`config.mk`:
```
export PLATFORM = sky130hd
export DESIGN_NAME = rom_sweep_lat_pipe
export DESIGN_NICKNAME = d
export VERILOG_FILES = /design/src/rtl/rom_sweep_lat_pipe.sv
export SDC_FILE = /design/constraint.sdc
export NUM_CORES = 1
export LEC_CHECK = 0
export ABC_AREA = 0
export BUFFER_PORTS_ARGS = -buffer_cell sky130_fd_sc_hd__buf_2
export CAP_MARGIN = 20
export CORE_AREA = 2 2 39 41
export DETAILED_ROUTE_END_ITERATION = 12
export DIE_AREA = 0 0 41 43
export GPL_TIMING_DRIVEN = 0
export SYNTH_ARGS = -nofsm -noshare
export SYNTH_HDL_FRONTEND = slang
export SYNTH_SLANG_ARGS = --single-unit
```
`constraint.sdc`:
```
create_clock -name clk -period 2.5 [get_ports clk]
set_clock_uncertainty 0.1 [all_clocks]
set_input_delay 0.25 -clock clk [delete_from_list [all_inputs] [get_ports clk]]
set_output_delay 0.25 -clock clk [all_outputs]
set_load 0.05 [all_outputs]
```
`src/rtl/rom_sweep_lat_pipe.sv`:
```
// {vld, addr} delay line matching the ROM read latency; flush drops all in-flight entries.
module rom_sweep_lat_pipe #(
  parameter int DEPTH      = 1,
  parameter int ADDR_WIDTH = 10
) (
  input  logic                  clk,
  input  logic                  tb_rst,
  input  logic                  flush,
  input  logic                  in_vld,
  input  logic [ADDR_WIDTH-1:0] in_addr,
  output logic                  out_vld,
  output logic [ADDR_WIDTH-1:0] out_addr
);

  logic [DEPTH-1:0]      vld_q;
  logic [ADDR_WIDTH-1:0] addr_q [DEPTH];

  always_ff @(posedge clk or posedge tb_rst) begin
    if (tb_rst) begin
      vld_q <= '0;
      for (int i = 0; i < DEPTH; i++) addr_q[i] <= '0;
    end else if (flush) begin
      vld_q <= '0;
    end else begin
      vld_q[0]  <= in_vld;
      addr_q[0] <= in_addr;
      for (int i = 1; i < DEPTH; i++) begin
        vld_q[i]  <= vld_q[i-1];
        addr_q[i] <= addr_q[i-1];
      end
    end
  end

  assign out_vld  = vld_q[DEPTH-1];
  assign out_addr = addr_q[DEPTH-1];

endmodule

```
==> flow_summary.ini, run 1 <==
[synth]
syn_area_um2 = 445
ys_ff_latch = 11
yosysWarnings = 0
synthDominantCellAreaShare_pct = 61.8
synth_area_per_cell_um2 = 18.6
yosys-top-cells-area = dfrtp_1 (62%), mux2_4 (30%), buf_6 (2.5%), mux2_2 (2.5%), and2b_2 (2.0%)
synth_seq_area_share_pct = 61.8
yosysUniqueCellTypes = 6
synthCells = 24
synth_top_area_cell = dfrtp_1
synth.net_count = 38

[timing]
tns_ns = 0
fmax_ghz = 0.816
tightest_slew_ns = 0.403
setup-violations-final = 0
hold_viol_final = 0
relSlewSlack_pct = 73.1
finalCritPeriodShare_pct = 49.0
hold-worst-slack_ns = 0.112
rsz0062_at_grt = no
slew_violations = 0
min_period_ns = 1.23

[die]
io_pins = 25
dieWidth_um = 41
die_height_um = 43
rows = 14
core_mm2 = 0.00138
start_util_pct = 32.2
die-area_mm2 = 0.00176

[power]
p_leak_nw = 0.339
power_density_mw_per_mm2 = 721
ir_worst_vdd_v = 0.000363

[detailed_routing]
vias = 288
avgViaCountPerCell = 4.17
routed_wl_um = 743
wl_met1_um = 290
drc = 0
drtPass1Iterations = 1
dr_wl_met2_um = 392
drt_iter0_markers = 0
topRoutingLayerUsed = met3
wl_per_cell_um = 10.8
ant_nets = 0
met3_wirelength_um = 60

[critical_path]
start_kind = flop
critPathBufInv = 1
crit_chain = buf_2
critPathMaxStageDelay_ns = 0.35
critPathMaxFanout = 2
cp-startpoint = out_addr[2]
r2r_cells = 1
crit_slowest_cell = dfrtp_1
end_kind = primary output
critPathCapture = out_addr[2]
critPathArrivalTime_ns = 0.88
path_class = reg -> out
cp_top_family = flip-flops
crit-reg2reg-capture = out_addr[6]
cp.depth = 1
timing.rr.start = out_addr[6]
critPathRequiredTime_ns = 2.15
ff2ff_setup_slack_ns = 1.65

[placed_design]
place_hpwl_um = 598
io_buffers = 24
placed_cell_area_um2 = 586
gp_congestion = 0.583

[global_routing]
grt_pass1_wl_mm = 1.15
grt_antenna_before_repair = 0
grt_max_degree = 12
first_global_vias = 280
track_usage_pct = 9.96
gr-total-overflow = 0

[clock_network]
cts_tree = built
clk_pin_slew_ns = 0.07
ctsResizeCount = 0
clockRootBuffer = clkbuf_4
cts_sinks = 11
cts_post_setup_buffers_inserted = 0
cts_made_buffers = 3
clk_latency_ns = 0.26
htreeDepth = 1
clock_path_buffers = 2

[finish]
final_cell_mix = buf_2 (24), dfrtp_1 (11), mux2_4 (9)
final_area_um2 = 622
diodes = 0
syn2layout_area_growth_pct = 39.6
final_layout_size_suffix_gt1_share_pct = 73.6
layout_commonest_cell = buf_2
post-route-util_pct = 44.9
nets = 68

[hold_path]
hold_start = in_addr[0]
hp-class = in -> reg

[job]
max-cap-violations = 0

[run_status]
outcome = finished clean
[final cells by class]
class                           count  area [µm²]
Fill cell                         131         762
Sequential cell                    11         275
Multi-Input combinational cell     11         155
Timing Repair Buffer               25         130
Clock buffer                        4        26.3
Tap cell                           16        20.0
Buffer                              1        11.3
Inverter                            1        3.75
[power by group]
group	switching [mW]	leakage, nW	internal (mW)
combinational	0.0822	0.194	0.0449
sequential	0.00810	0.130	0.195
clock	0.0565	0.0150	0.0616
[logic make-up (layout without fill, tap and decap cells)]
group	after synthesis	after routing	synth area share [%]
buffers and inverters	2	31	3.37
multiplexers	10	10	32.9
flip-flops	11	11	61.8
AND/OR/NAND/NOR	1	1	1.97
[Yosys cell counts]
| master | number |
|---|---|
| mux2_2 | 1 |
| and2b_2 | 1 |
| inv_1 | 1 |
| buf_6 | 1 |
| dfrtp_1 | 11 |
| mux2_4 | 9 |
[sequential cells by signal (all words and copies together) (netlist names)]
signal    flops
out_vld       1
out_addr     10
[worst min-delay path by stage]
stage,endpoint,slack [ns],depth (start not counted)
6_report,out_addr[0],0.11,2
5_1_grt,out_addr[0],0.10,2
4_1_cts,out_addr[0],0.10,2
3_5_place_dp,out_vld,0.16,2
3_3_place_gp,out_vld,0.16,2
2_1_floorplan,out_addr[0],0.002,1
[per-stage QoR]
| stage | worst slack (ns) | std cells | power [mW] |
|---|---|---|---|
| after floorplan | 1.41 | 24 | 0.302 |
| after global placement | 1.45 | 64 | 0.333 |
| after detailed placement | 1.44 | 64 | 0.334 |
| after CTS | 1.26 | 69 | 0.457 |
| after global routing | 1.22 | 69 | 0.470 |
| final | 1.27 | 69 | 0.448 |
[metal layers]
layer	track usage (%)	vias to the layer above
met5	0	-
met4	6.00	0
met3	3.14	0
met2	13.8	12
met1	13.0	136
li1	-	140
[timing repair]
item | 4_1_cts | 5_1_grt
setup endpoints to repair | 0 | 0
hold buffers | 1 | 0
endpoints found under the hold margin | 11 | 0
(Power assumes the default switching activity.)
==> run 2, diff against run 1 <==
- ABC_AREA: 0 -> 1
- clock period: 2.5 -> 1.3 ns (I/O delays scaled with it)
==> run 2 against run 1 <==
Utilization up 5.7 points. Cell area up 13%. Non-clock buffer count up 11. Count of clock-buffer cells in the layout unchanged. Critical endpoint is now out_addr[6]. Largest power group unchanged.
==> flow_summary.ini, run 2 <==
[run_status]
outcome = finished clean

[timing]
fmax_ghz = 0.906
tns_ns = 0
hold_viol_final = 0
slew_violations = 0
rsz0062_at_grt = no
min_period_ns = 1.10
relSlewSlack_pct = 74.1
setup-violations-final = 0
finalCritPeriodShare_pct = 84.9
tightest_slew_ns = 0.388
layout_setup_ws_ns = 0.196

[critical_path]
critPathArrivalTime_ns = 0.87
crit_chain = buf_2
critPathMaxFanout = 2
critPathMaxStageDelay_ns = 0.35
r2r_cells = 2
start_kind = flop
timing.rr.start = out_addr[9]
critPathBufInv = 1
crit_slowest_cell = dfrtp_1
ff2ff_setup_slack_ns = 0.60
cp_top_family = flip-flops
end_kind = primary output
path_class = reg -> out
critPathRequiredTime_ns = 1.07
crit-reg2reg-capture = out_addr[9]

[synth]
ys_ff_latch = 11
synthDominantCellAreaShare_pct = 66.5
synthCells = 46
yosysMostFrequentCell = nand2_1
yosysWarnings = 0
synthFlopType = dfrtp_1
synth_seq_area_share_pct = 66.5
syn_area_um2 = 414
synth_area_per_cell_um2 = 9.00
synth.net_count = 60
synth_top_area_cell = dfrtp_1
yosysUniqueCellTypes = 6
synth_edf_count = 0
yosys-top-cells-area = dfrtp_1 (66%), nand2_1 (27%), buf_6 (2.7%), inv_1 (1.8%), inv_2 (0.91%)
synth_commonest_cells = nand2_1 (30), dfrtp_1 (11), inv_1 (2)
synthArstFlopShare_pct = 100

[power]
p_sw_mw = 0.271
swShare_pct = 32.5
p_comb_share_pct = 27.7
power_density_mw_per_mm2 = 1190
power.share.sequential_pct = 46.2
p_int_mw = 0.563
clkPwrFrac_pct = 26.2
p_leak_nw = 0.408
ir_worst_vdd_v = 0.000708

[placed_design]
place_ws_ns = 0.477
io_buffers = 24
place_hpwl_um = 615
gp_congestion = 0.660
place_inst = 86

[detailed_routing]
routed_wl_um = 960
drc = 0
avgViaCountPerCell = 3.98
ant_nets = 0
vias = 406
drtPass1Iterations = 4
drt_iter0_markers = 2
wl_per_cell_um = 9.41

[global_routing]
grt_max_degree = 12
track_usage_pct = 12.8
gr-total-overflow = 0
grt_antenna_before_repair = 0
first_global_vias = 366
grt_pass1_wl_mm = 1.46

[finish]
final_cell_mix = nand2_1 (30), buf_2 (24), dlygate4sd3_1 (12)
final_layout_size_suffix_gt1_share_pct = 33.7
syn2layout_area_growth_pct = 69.2
diodes = 0
nets = 101
largest_reg_flops = 10
fin_cells = 102
multi_input_area_um2 = 116
layout_commonest_cell = nand2_1
regArea_um2 = 275
fillers = 141

[die]
io_pins = 25
start_util_pct = 29.9
die_height_um = 43
die-area_mm2 = 0.00176
core_mm2 = 0.00138
dieWidth_um = 41
rows = 14

[hold_path]
hp-class = in -> reg
hold_start = flush
hold_depth = 3
hold_end = out_addr[1]

[clock_network]
clk_pin_slew_ns = 0.06
htreeDepth = 1
cts_made_buffers = 3
clock_path_buffers = 2
clk_latency_ns = 0.25
cts_sinks = 11
cts_tree = built
clockRootBuffer = clkbuf_4
ctsResizeCount = 0
cts_post_setup_buffers_inserted = 0

[job]
max-cap-violations = 0
## run 2: cell count changes after synthesis
cell     change
nor2_1       +1
mux2_2       -1
inv_2        +1
inv_1        +1
and2b_2      -1
mux2_4       -9
nand2_1     +30
## run 2: logic make-up (layout without fill, tap and decap cells)
group | count (synthesis) | count (layout) | synth area share [%]
buffers and inverters | 4 | 44 | 5.44
DFF | 11 | 11 | 66.5
and+or+nand+nor | 31 | 31 | 28.1
## run 2: worst max path at each step
stage,start,to,slack (ns),depth (start not counted)
after global routing,out_addr[2],out_addr[2],0.15,1
after detailed placement,out_addr[4],out_addr[4],0.48,1
final,out_addr[6],out_addr[6],0.20,1
after global placement,out_addr[6],out_addr[6],0.48,1
after CTS,out_addr[4],out_addr[4],0.19,1
after floorplan,out_addr[0],out_addr[0],0.36,2
## run 2: repair_timing
item	in CTS	in global routing
endpoints found under the setup margin	0	0
endpoints found under the hold margin	22	0
hold buffers	12	0
## run 2: power groups by stage
stage / Clock [mW] / Sequential (mW) / Combinational [mW]
after floorplan: 0 / 0.496 / 0.0395
after global placement: 0 / 0.390 / 0.204
after detailed placement: 0 / 0.391 / 0.205
after CTS: 0.229 / 0.385 / 0.233
after global routing: 0.242 / 0.387 / 0.249
final: 0.218 / 0.385 / 0.230
## run 2: worst min-delay path, cell delays in order
cell and delay [ns]:
buf_2 0.11, nand2_1 0.05, nand2_1 0.06
## run 2: area by class of cell
class                   instances  share of cell area, %
plain buffers                   1                   1.61
clock buffers                   4                   3.75
inverters                       3                   1.61
multi-input cells              31                   16.6
flip-flops and latches         11                   39.3
well taps                      16                   2.86
repair buffers                 36                   34.3
## run 2: per-layer routing
layer  up-vias  track usage (%)  share of wire (%)
met4         0             10.0                1.0
met2        15             19.4                 47
met1       175             14.5                 45
met5         -                0                  0
met3         2             3.14                7.3
li1        214                -                  -
## run 2: stage by stage
| stage | cell area [µm²] | total power, mW | utilization [%] | hold WS (ns) |
|---|---|---|---|---|
| final | 701 | 0.834 | 50.6 | 0.0346 |
| after global routing | 701 | 0.878 | 50.6 | 0.0473 |
| after CTS | 701 | 0.846 | 50.6 | 0.0259 |
| after detailed placement | 554 | 0.596 | 40.1 | 0.0304 |
| after global placement | 554 | 0.593 | 40.1 | 0.0340 |
| after floorplan | 414 | 0.536 | - | -0.118 |
